$ cat src/rtl/trap_ctrl.sv
// trap_ctrl: privilege, trap entry and trap return control with the trap CSRs.
//
// Ports:
//   clk, rst                    clock and asynchronous active-high reset
//   commit_valid/inst/pc        committing instruction (ECALL, UNIMP, MRET, SRET decoded)
//   hold                        stall; freezes all state while high
//   csr_we/addr/wdata           CSR write port (applied only when hold is low)
//   csr_rdata                   combinational read of the CSR at csr_addr
//   mtvec/mepc/stvec/sepc_data  live CSR values for PC redirect
//   set_pc_to_mepc/sepc         redirect pulses, high for the whole RET_M / RET_S cycle
//   trap_busy                   FSM not idle
//   priv                        current privilege (00 U, 01 S, 11 M)
module trap_ctrl (
    input  logic        clk,
    input  logic        rst,
    input  logic        commit_valid,
    input  logic [31:0] commit_inst,
    input  logic [63:0] commit_pc,
    input  logic        hold,
    input  logic        csr_we,
    input  logic [11:0] csr_addr,
    input  logic [63:0] csr_wdata,
    output logic [63:0] csr_rdata,
    output logic [63:0] mtvec_data,
    output logic [63:0] mepc_data,
    output logic [63:0] stvec_data,
    output logic [63:0] sepc_data,
    output logic        set_pc_to_mepc,
    output logic        set_pc_to_sepc,
    output logic        trap_busy,
    output logic [1:0]  priv
);

    localparam logic [31:0] InstEcall = 32'h0000_0073;
    localparam logic [31:0] InstUnimp = 32'hC000_1073;
    localparam logic [31:0] InstMret  = 32'h3020_0073;
    localparam logic [31:0] InstSret  = 32'h1020_0073;

    localparam logic [11:0] AddrMstatus = 12'h300;
    localparam logic [11:0] AddrMedeleg = 12'h302;
    localparam logic [11:0] AddrMtvec   = 12'h305;
    localparam logic [11:0] AddrMepc    = 12'h341;
    localparam logic [11:0] AddrMcause  = 12'h342;
    localparam logic [11:0] AddrStvec   = 12'h105;
    localparam logic [11:0] AddrSepc    = 12'h141;
    localparam logic [11:0] AddrScause  = 12'h142;

    localparam logic [1:0] PrivU = 2'b00;
    localparam logic [1:0] PrivS = 2'b01;
    localparam logic [1:0] PrivM = 2'b11;

    typedef enum logic [1:0] {StIdle, StRetM, StRetS} state_e;

    state_e      state_q, state_d;
    logic [1:0]  priv_q, priv_d;
    logic [63:0] mstatus_q, mstatus_d;
    logic [63:0] medeleg_q, medeleg_d;
    logic [63:0] mtvec_q, mtvec_d;
    logic [63:0] mepc_q, mepc_d;
    logic [63:0] mcause_q, mcause_d;
    logic [63:0] stvec_q, stvec_d;
    logic [63:0] sepc_q, sepc_d;
    logic [63:0] scause_q, scause_d;

    logic        accept;
    logic        is_ecall, is_unimp, is_mret, is_sret;
    logic [5:0]  cause;

    assign is_ecall = (commit_inst == InstEcall);
    assign is_unimp = (commit_inst == InstUnimp);
    assign is_mret  = (commit_inst == InstMret);
    assign is_sret  = (commit_inst == InstSret);
    assign accept   = (state_q == StIdle) && commit_valid && !hold;

    always_comb begin
        cause = 6'd2;
        if (is_ecall) begin
            unique case (priv_q)
                PrivU:   cause = 6'd8;
                PrivS:   cause = 6'd9;
                default: cause = 6'd11;
            endcase
        end
    end

    always_comb begin
        state_d   = state_q;
        priv_d    = priv_q;
        mstatus_d = mstatus_q;
        medeleg_d = medeleg_q;
        mtvec_d   = mtvec_q;
        mepc_d    = mepc_q;
        mcause_d  = mcause_q;
        stvec_d   = stvec_q;
        sepc_d    = sepc_q;
        scause_d  = scause_q;

        // Software writes first so a same-cycle trap/return update overrides them.
        if (csr_we && !hold) begin
            case (csr_addr)
                AddrMstatus: mstatus_d = csr_wdata;
                AddrMedeleg: medeleg_d = csr_wdata;
                AddrMtvec:   mtvec_d   = {csr_wdata[63:2], 2'b00};
                AddrMepc:    mepc_d    = {csr_wdata[63:2], 2'b00};
                AddrMcause:  mcause_d  = csr_wdata;
                AddrStvec:   stvec_d   = {csr_wdata[63:2], 2'b00};
                AddrSepc:    sepc_d    = {csr_wdata[63:2], 2'b00};
                AddrScause:  scause_d  = csr_wdata;
                default: ;
            endcase
        end

        unique case (state_q)
            StIdle: begin
                if (accept) begin
                    if (is_ecall || is_unimp) begin
                        if (priv_q != PrivM && medeleg_q[cause]) begin
                            sepc_d       = commit_pc;
                            scause_d     = {58'd0, cause};
                            mstatus_d[8] = (priv_q == PrivS);
                            priv_d       = PrivS;
                        end else begin
                            mepc_d           = commit_pc;
                            mcause_d         = {58'd0, cause};
                            mstatus_d[12:11] = priv_q;
                            priv_d           = PrivM;
                        end
                    end else if (is_mret) begin
                        state_d          = StRetM;
                        priv_d           = mstatus_q[12:11];
                        mstatus_d[12:11] = PrivU;
                    end else if (is_sret) begin
                        state_d      = StRetS;
                        priv_d       = mstatus_q[8] ? PrivS : PrivU;
                        mstatus_d[8] = 1'b0;
                    end
                end
            end
            StRetM, StRetS: begin
                if (!hold) state_d = StIdle;
            end
            default: state_d = StIdle;
        endcase
    end

    always_ff @(posedge clk or posedge rst) begin
        if (rst) begin
            state_q   <= StIdle;
            priv_q    <= PrivM;
            mstatus_q <= '0;
            medeleg_q <= '0;
            mtvec_q   <= '0;
            mepc_q    <= '0;
            mcause_q  <= '0;
            stvec_q   <= '0;
            sepc_q    <= '0;
            scause_q  <= '0;
        end else begin
            state_q   <= state_d;
            priv_q    <= priv_d;
            mstatus_q <= mstatus_d;
            medeleg_q <= medeleg_d;
            mtvec_q   <= mtvec_d;
            mepc_q    <= mepc_d;
            mcause_q  <= mcause_d;
            stvec_q   <= stvec_d;
            sepc_q    <= sepc_d;
            scause_q  <= scause_d;
        end
    end

    always_comb begin
        csr_rdata = '0;
        case (csr_addr)
            AddrMstatus: csr_rdata = mstatus_q;
            AddrMedeleg: csr_rdata = medeleg_q;
            AddrMtvec:   csr_rdata = mtvec_q;
            AddrMepc:    csr_rdata = mepc_q;
            AddrMcause:  csr_rdata = mcause_q;
            AddrStvec:   csr_rdata = stvec_q;
            AddrSepc:    csr_rdata = sepc_q;
            AddrScause:  csr_rdata = scause_q;
            default:     csr_rdata = '0;
        endcase
    end

    // Pulses decode straight from the state flop: one per return state, so they are
    // mutually exclusive and drop the instant reset clears the state.
    assign set_pc_to_mepc = (state_q == StRetM);
    assign set_pc_to_sepc = (state_q == StRetS);
    assign trap_busy      = (state_q != StIdle);
    assign priv           = priv_q;
    assign mtvec_data     = mtvec_q;
    assign mepc_data      = mepc_q;
    assign stvec_data     = stvec_q;
    assign sepc_data      = sepc_q;

endmodule

$ cat config.mk
export PLATFORM = sky130hd
export DESIGN_NAME = trap_ctrl
export DESIGN_NICKNAME = d
export VERILOG_FILES = /design/src/rtl/trap_ctrl.sv
export SDC_FILE = /design/constraint.sdc
export NUM_CORES = 1
export LEC_CHECK = 0
export CELL_PAD_IN_SITES_DETAIL_PLACEMENT = 0
export CELL_PAD_IN_SITES_GLOBAL_PLACEMENT = 2
export CORE_UTILIZATION = 36
export CTS_CLUSTER_DIAMETER = 40
export DETAILED_ROUTE_END_ITERATION = 16
export PLACE_DENSITY_LB_ADDON = 0.1
export SLEW_MARGIN = 10
export SYNTH_ARGS = -nofsm -noshare
export SYNTH_HDL_FRONTEND = slang
export SYNTH_SLANG_ARGS = --single-unit
$ cat constraint.sdc
create_clock -name clk -period 27.8 [get_ports clk]
set_input_delay 5.56 -clock clk [delete_from_list [all_inputs] [get_ports clk]]
set_output_delay 5.56 -clock clk [all_outputs]
set_load 0.1 [all_outputs]
==> results of run 1 <==
[layout make-up]
type / count / area share
Antenna cell: 5 / 0.000368
Clock buffer: 139 / 0.0870
Clock inverter: 53 / 0.0232
Inverter: 9 / 0.00122
Multi-Input combinational cell: 1432 / 0.326
Sequential cell: 512 / 0.377
Tap cell: 873 / 0.0321
Timing Repair Buffer: 527 / 0.153
[routing by layer]
| metal | share of wire | vias up |
|---|---|---|
| met2 | 0.48 | 740 |
| li1 | - | 8649 |
| met5 | 0.00013 | - |
| met4 | 0.029 | 2 |
| met3 | 0.065 | 168 |
| met1 | 0.42 | 10100 |
[layout by cell type (no fill, tap or decap), types with 3 or more instances in the layout]
cell             netlist  layout
nor4_1                 8       8
nand2_4                1       4
a21oi_1              126     126
mux2_1                10      10
clkinvlp_4             0      12
mux2_2               543     543
a222oi_1             126     126
clkbuf_8               0      20
and3_4                 0       4
clkbuf_1              88      14
nand3_1                7       4
a22o_1                15      15
or3_1                  3       3
buf_4                  4      29
mux2i_1               17      17
clkinv_4               0       5
inv_1                  9       8
clkbuf_16              0     105
diode_2                0       5
clkinv_2               0      12
clkdlybuf4s50_1        0     496
nor3_2                 1       4
inv_6                  0       6
nand3_4                0       3
nor2_1                 7       6
conb_1                 1       4
bufinv_16              0      18
ha_1                   3       3
dfrtp_1              510     510
nor3_1                11       7
nand4_1                4       4
nand2_1              508     505
or4bb_1                3       3
[worst max path at each step]
stage,from,endpoint,depth (start not counted)
after floorplan,rst,mcause_q[0],1
after global placement,csr_addr[5],csr_rdata[61],8
after detailed placement,csr_addr[5],csr_rdata[61],8
after CTS,csr_addr[5],csr_rdata[61],8
after global routing,csr_addr[5],csr_rdata[61],8
final,csr_addr[5],csr_rdata[61],8
[where the power goes]
part	total (uW)	leakage, uW	switching, uW	internal [uW]
registers	750	0.00715	1.17	749
logic	79.0	0.00702	49.0	30.0
clock network	1320	0.00181	416	908
total	2150	0.0160	466	1690
[critical path: stages]
cell and delay [ns]:
clkdlybuf4s50_1 0.43, or4b_1 0.78, or2_1 0.44, nor4b_2 0.30
buf_4 0.73, a222oi_1 0.29, nand2_1 0.23, clkdlybuf4s50_1 1.17
[state kept, by name (all words and copies together) (netlist names)]
register / flops
mepc_data: 64
mtvec_data: 62
priv: 2
sepc_data: 64
mstatus_q: 64
state_q: 2
medeleg_q: 64
scause_q: 64
stvec_data: 62
mcause_q: 64
[logic make-up (layout without fill, tap and decap cells)]
logic type	count (synthesis)	after routing	synth area share
flops	512	512	0.523
fa+ha+maj	3	3	0.00153
other cells	1	9	0.000153
compound gates	277	277	0.0856
buf+inv	170	728	0.0314
mux	570	570	0.261
simple gates	578	578	0.0971
[metrics by stage]
step | std cells | area, um^2 | power, uW | utilization | hold WS [ns]
final | 3550 | 34000 | 2150 | 0.505 | 0.469
after global routing | 3550 | 34000 | 2220 | 0.505 | 0.479
after CTS | 3545 | 34000 | 2170 | 0.505 | 0.465
after detailed placement | 3353 | 30200 | 842 | 0.449 | 0.454
after global placement | 3353 | 30200 | 840 | 0.449 | 0.448
after floorplan | 2114 | 24500 | 793 | - | 0.438
==> run metrics, run 1 <==
clock latency on the worst-skew pair=0.64 ns; met2 usage=0.437; Critical Path AT=9.95 ns; unrepaired setup endpoints after global routing=no; setup TNS=0 ns; Resized cells post-CTS=0; Worst R2R Start=priv[1]; Synth Flop Type=dfrtp_1; MaxCap Viol Count=0; post-synth top area share=0.521; post-synthesis sequential area ratio=0.523; reg2reg path depth=6; Tmin final=15.51 ns; Post-Syn Area=24500 um^2; critical path class=input port to output port; EDFF count, synth=0; TritonCTS Sinks=512; synthesis-stage register bit count=512; CP Launch Type=input port; global-route wire length before repair=137000 um; Die X=263 um; DR vias/cell=5.53; pre-CTS setup slack=12.37 ns; critical path required time=22.24 ns; Final ANT Viol Nets=0; Static Leakage=0.0160 uW; hpwl dp=54800 um; Commonest cells post-synth=543 x mux2_2, 510 x dfrtp_1, 508 x nand2_1, 126 x a21oi_1, 126 x a222oi_1; number of fill cells in the layout=5849; GP Congestion=0.776; CTS Root Cell=clkbuf_16; Peak VDD IR=0.0586 mV; Sequential cell area=12800 um^2; IO Pins=502; final worst-path setup slack=12.29 ns; Post-Syn Area per Cell=11.6 um^2; post-CTS setup buffer count=0; M1 GR Usage=0.342; GRT Overall Usage=0.264; Vias=19600; Area growth, synth to finish=38.7%; largest net degree at the start of global routing=170; Net count, final=2765; GRT met3 Usage=0.0577; reg2reg end=mepc_data[41]; vias in the first global route=21000; CTS tree=done; clock skew=0.0294 ns; critical path endpoint category=output port; CTS Hold Bufs=0; GRT overflow=0; worst hold endpoint=mstatus_q[7]; Wirelength per Cell=26.0 um; Slew Viols, Final=0; count of different cell masters after synthesis=49; Post-Syn Instances=2111; largest fanout on the critical path=46; asr flop ratio synth=1.00; PD cells=63.4 nW/um^2; Starting Density=0.364; Iteration-0 DRC Markers=1590; Multi-input gate area=11100 um^2; Tcrit/Tclk final=0.558; cts bufs inserted=103; H-tree Lvls=3; WL final=92300 um; Yosys top cell by area=dfrtp_1; min-delay worst type=register to register; # port buffers=497; GR peak layer=met2; Die H=263 um; Worst slew margin=0.176; Core ar.=67300 um^2; Clock Tree Buf Depth=3; top cells by area, synth=dfrtp_1 52%, mux2_2 25%, nand2_1 7.8%; DRC Markers=0; status=completed; share of cells above drive strength 1=0.292; initial antenna violation count=7; clock slew at reported path FFs=0.05 ns; Slew @ Worst Pin=1.24 ns; Hold Path Depth=2; site row count=95; Hold Vio Cnt, Final=0; Synth Warn #=0; Final setup viols=0; reg2reg setup slack=24.54 ns; drt first pass iters=7; Hold Path Origin=mstatus_q[7]; DIE AREA=69100 um^2; fmax=0.0645 GHz; top-count cell post-synth=mux2_2
No activity file was read; power rests on OpenSTA's default activity.
==> inputs of run 2 (changes only) <==
Settings changed: CORE_UTILIZATION 36 to 34.
Clock period 27.8 ns to 16.14 ns, I/O delays scaled along.
==> run metrics, run 2 (synthesis results as in run 1) <==
Worst R2R Start=priv[1]; worst hold endpoint=mstatus_q[52]; Die H=270 um (+2.9%); clock slew at reported path FFs=0.05 ns (about the same); met2 routed WL=46300 um (+4.1%); critical path endpoint category=output port; DIE AREA=73100 um^2 (+5.8%); reg2reg path depth=6 (unchanged); commonest non-fill, non-tap cells in the layout=543 x mux2_2, 510 x dfrtp_1, 505 x nand2_1; Top Layer Used=met4; Final ANT Viol Nets=0 (unchanged); critical-path cell with the highest stage delay=clkdlybuf4s50_1; # port buffers=497 (unchanged); Clock Tree Buf Depth=3 (unchanged); reg2reg setup slack=12.84 ns (-11.70 ns); Hold WS=0.467 ns (-0.00211 ns); cts bufs inserted=104 (+0.97%); hpwl dp=57800 um (+5.5%); CTS tree=done; DR vias/cell=5.43 (-1.8%); share of cells above drive strength 1=0.296 (+0.00398); GRT overflow=0 (unchanged); critical path required time=12.91 ns (-9.33 ns); Core ar.=71400 um^2 (+6.1%); Vias=19700 (+0.40%); CP Launch Type=input port; Hold Path Origin=mstatus_q[52]; cell mode on critical path=clkdlybuf4s50_1; PD cells=109 nW/um^2 (+72%); Slew @ Worst Pin=1.18 ns (-0.0539 ns); Critical Path AT=7.62 ns (-2.33 ns); MaxCap Viol Count=0 (unchanged); Die X=270 um (+2.9%); initial antenna violation count=2 (-5); reg2reg end=mepc_data[32]; H-tree Lvls=3 (unchanged); Hold Vio Cnt, Final=0 (unchanged); Static Leakage=0.0160 uW (+0.16%); largest fanout on the critical path=64 (+39%); Tcrit/Tclk final=0.672; GP Congestion=0.812 (+4.6%); Worst slew margin=0.212 (+0.0359); fmax=0.0922 GHz; Net count, final=2771 (+0.22%); Iteration-0 DRC Markers=1788 (+12%); Slew Viols, Final=0 (unchanged); unrepaired setup endpoints after global routing=no; clock skew=0.0213 ns (-0.00813 ns); Final setup viols=0 (unchanged); vias in the first global route=21000 (+0.19%); critical path class=input port to output port; drt first pass iters=7 (unchanged); TritonCTS Sinks=512 (unchanged); Starting Density=0.343 (-0.0208); Hold Path Depth=2 (unchanged); clock latency on the worst-skew pair=0.63 ns (about the same); Tmin final=10.85 ns; worst-path cell chain=clkdlybuf4s50_1 > or4b_1 > or2_1 > nor4b_2 > buf_4 > a222oi_1 > nand2_1 > clkdlybuf4s50_1; CTS Hold Bufs=0 (unchanged); M1 wire length=41600 um (+6.1%); Resized cells post-CTS=0 (unchanged); max incr delay on CP=1.20 ns (+0.03 ns); status=completed; site row count=98 (+3.2%); GRT Overall Usage=0.259 (-0.00504); commonest non-fill, non-tap cell in the layout=mux2_2; Area growth, synth to finish=39.4%; post-CTS setup buffer count=0 (unchanged); largest net degree at the start of global routing=92 (-46%); Wirelength per Cell=26.4 um (+1.3%); WL met3=5630 um (-6.4%); CTS Root Cell=clkbuf_16; global-route wire length before repair=143000 um (+4.3%); IO Pins=502 (unchanged); min-delay worst type=register to register; WL final=95700 um (+3.6%); setup TNS=0 ns (unchanged); DRC Markers=0 (unchanged); Peak VDD IR=0.0852 mV (+45%)
run 2: worst max-delay path, delay by kind of cell:
| family | cells | cell delay, ns |
|---|---|---|
| buf+inv | 3 | 2.52 |
| compound gates | 1 | 0.30 |
| simple gates | 4 | 1.53 |
run 2: metal layers:
layer  vias up  global-route usage
met2       692               0.427
met3       130              0.0474
met1     10200               0.345
li1       8667                   -
met4         0              0.0767
met5         -                   0
run 2: worst max-delay path by stage:
stage / depth (start not counted) / end / slack (ns) / start
2_1_floorplan: 1 / mcause_q[0] / 5.96 / rst
3_3_place_gp: 8 / csr_rdata[48] / 5.38 / csr_addr[5]
3_5_place_dp: 8 / csr_rdata[48] / 5.33 / csr_addr[5]
4_1_cts: 8 / csr_rdata[48] / 5.30 / csr_addr[5]
5_1_grt: 8 / csr_rdata[48] / 5.13 / csr_addr[5]
6_report: 8 / csr_rdata[48] / 5.29 / csr_addr[5]
run 2: power breakdown:
part           switching [uW]  leakage (uW)  internal (uW)
Clock                     742       0.00181           1550
Combinational            87.1       0.00704           52.0
Sequential               2.23       0.00715           1290
run 2: through the flow:
stage | setup WS (ns) | power [uW] | std cells | cell area, um^2 | util
floorplan | 5.96 | 1370 | 2114 | 24500 | -
global placement | 5.38 | 1450 | 3435 | 30400 | 0.425
detailed placement | 5.33 | 1450 | 3435 | 30400 | 0.425
CTS | 5.30 | 3760 | 3630 | 34100 | 0.478
global route | 5.13 | 3830 | 3631 | 34100 | 0.478
finish | 5.29 | 3720 | 3631 | 34100 | 0.478
run 2: area by class of cell:
type,count,area [um^2]
antenna,1,2.50
clock buffer,135,2990
clock inverter,60,786
fill,6498,37200
inverter,9,37.5
multi-input combinational,1432,11100
sequential,512,12800
tap,950,1190
timing repair buffer,532,5260
==> inputs of run 3 (changes only) <==
Clock period 16.14 ns to 10.55 ns, I/O delays scaled along.
==> run metrics, run 3 (synthesis results as in run 1) <==
status=completed; largest fanout on the critical path=56 (-13%); Area growth, synth to finish=40.1%; Wirelength per Cell=26.1 um (-0.92%); cell mode on critical path=clkdlybuf4s50_1; post-CTS setup buffer count=0 (unchanged); Resized cells post-CTS=0 (unchanged); site row count=98 (unchanged); Final setup viols=0 (unchanged); CTS Hold Bufs=0 (unchanged); Die H=270 um (unchanged); PD cells=168 nW/um^2 (+55%); Buf/Inv on CP=3 (unchanged); commonest non-fill, non-tap cells in the layout=543 x mux2_2, 510 x dfrtp_1, 505 x nand2_1; fmax=0.117 GHz; critical path class=input port to output port; Slew Viols, Final=0 (unchanged); GP Congestion=0.816 (+0.43%); unrepaired setup endpoints after global routing=no; Critical Path Start=csr_addr[5]; Critical Path AT=6.43 ns (-1.19 ns); MaxCap Viol Count=0 (unchanged); DRC Markers=0 (unchanged); global-route wire length before repair=141000 um (-1.6%); cts bufs inserted=109 (+4.8%); DIE AREA=73100 um^2 (unchanged); DR vias/cell=5.47 (+0.77%); share of cells above drive strength 1=0.298 (+0.00187); final worst-path setup slack=2.01 ns (-3.28 ns); critical path required time=8.44 ns (-4.47 ns); setup TNS=0 ns (unchanged); min-delay worst type=register to register; H-tree Lvls=3 (unchanged); Die X=270 um (unchanged); GRT overflow=0 (unchanged); Worst slew margin=0.158 (-0.0538); worst-path cell chain=clkdlybuf4s50_1 > or4b_1 > or2_1 > nor4b_2 > buf_4 > a222oi_1 > nand2_1 > clkdlybuf4s50_1; Static Leakage=0.0161 uW (+0.61%); pre-CTS setup slack=2.03 ns (-3.30 ns); CP Launch Type=input port; CTS tree=done; Iteration-0 DRC Markers=1890 (+5.7%); # port buffers=497 (unchanged); TritonCTS Sinks=512 (unchanged); Clock Tree Buf Depth=3 (unchanged); critical path endpoint category=output port; WL final=95100 um (-0.60%); Hold Vio Cnt, Final=0 (unchanged); Vias=19900 (+1.1%); Tmin final=8.54 ns; Tcrit/Tclk final=0.809; Worst R2R Start=state_q[1]; vias in the first global route=21200 (+0.90%); CP top delay family=buffers and inverters; critical-path cell with the highest stage delay=clkdlybuf4s50_1; GRT Overall Usage=0.256 (-0.00276); Core ar.=71400 um^2 (unchanged); initial antenna violation count=3 (+1); Final ANT Viol Nets=0 (unchanged); clock skew=0.0253 ns (+0.00402 ns); Peak VDD IR=0.136 mV (+60%); commonest non-fill, non-tap cell in the layout=mux2_2; clock latency on the worst-skew pair=0.65 ns (+0.02 ns); Hold Path Origin=mstatus_q[52]; drt first pass iters=8 (+1); Net count, final=2777 (+0.22%); CTS Root Cell=clkbuf_16; Starting Density=0.343 (unchanged); max incr delay on CP=1.21 ns (about the same); hpwl dp=57500 um (-0.53%); IO Pins=502 (unchanged); Slew @ Worst Pin=1.26 ns (+0.0766 ns); clock slew at reported path FFs=0.04 ns (about the same); largest net degree at the start of global routing=158 (+72%)
[run 3: routing by layer]
| metal | up-vias | share of wire | GRT usage |
|---|---|---|---|
| li1 | 8688 | - | - |
| met1 | 10300 | 0.42 | 0.331 |
| met2 | 786 | 0.48 | 0.424 |
| met3 | 142 | 0.069 | 0.0554 |
| met4 | 2 | 0.025 | 0.0847 |
| met5 | - | 0.00013 | 0 |
[run 3: cell type report]
cell class / instances / area [um^2]
diodes: 3 / 7.51
clock buffers: 139 / 3050
clock inverters: 65 / 858
fillers: 6390 / 37000
inverters: 9 / 37.5
multi-input cells: 1432 / 11100
flip-flops and latches: 512 / 12800
well taps: 950 / 1190
repair buffers: 533 / 5310
[run 3: final timing paths]
kind                                       to  slack, ns  depth (start not counted)
worst max-delay path            csr_rdata[61]       2.01                          8
worst min register to register  mstatus_q[52]       0.46                          2
worst min-delay path            mstatus_q[52]       0.46                          2
max in group asynchronous       medeleg_q[20]       6.59                          4
min in group asynchronous       mepc_data[51]       1.92                          2
worst max register to register   sepc_data[2]       7.20                          8
[run 3: worst min-delay path: cells and delay by family, from the launching register on]
family | cells | cell delay [ns]
flip-flops | 1 | 0.34
AND/OR/NAND/NOR | 2 | 0.09
[run 3: where the power goes]
group	leakage (uW)	switching [uW]	total [uW]	internal (uW)
combinational	0.00706	132	212	79.9
clock	0.00189	1160	3590	2430
sequential	0.00715	3.24	1980	1970
[run 3: through the flow]
| step | power, uW | util | area (um^2) | instances | hold WS [ns] |
|---|---|---|---|---|---|
| final | 5780 | 0.481 | 34300 | 3643 | 0.463 |
| after global routing | 5950 | 0.481 | 34300 | 3641 | 0.492 |
| after CTS | 5840 | 0.481 | 34300 | 3640 | 0.464 |
| after detailed placement | 2220 | 0.426 | 30400 | 3436 | 0.455 |
| after global placement | 2220 | 0.426 | 30400 | 3436 | 0.451 |
| after floorplan | 2090 | - | 24500 | 2114 | 0.438 |
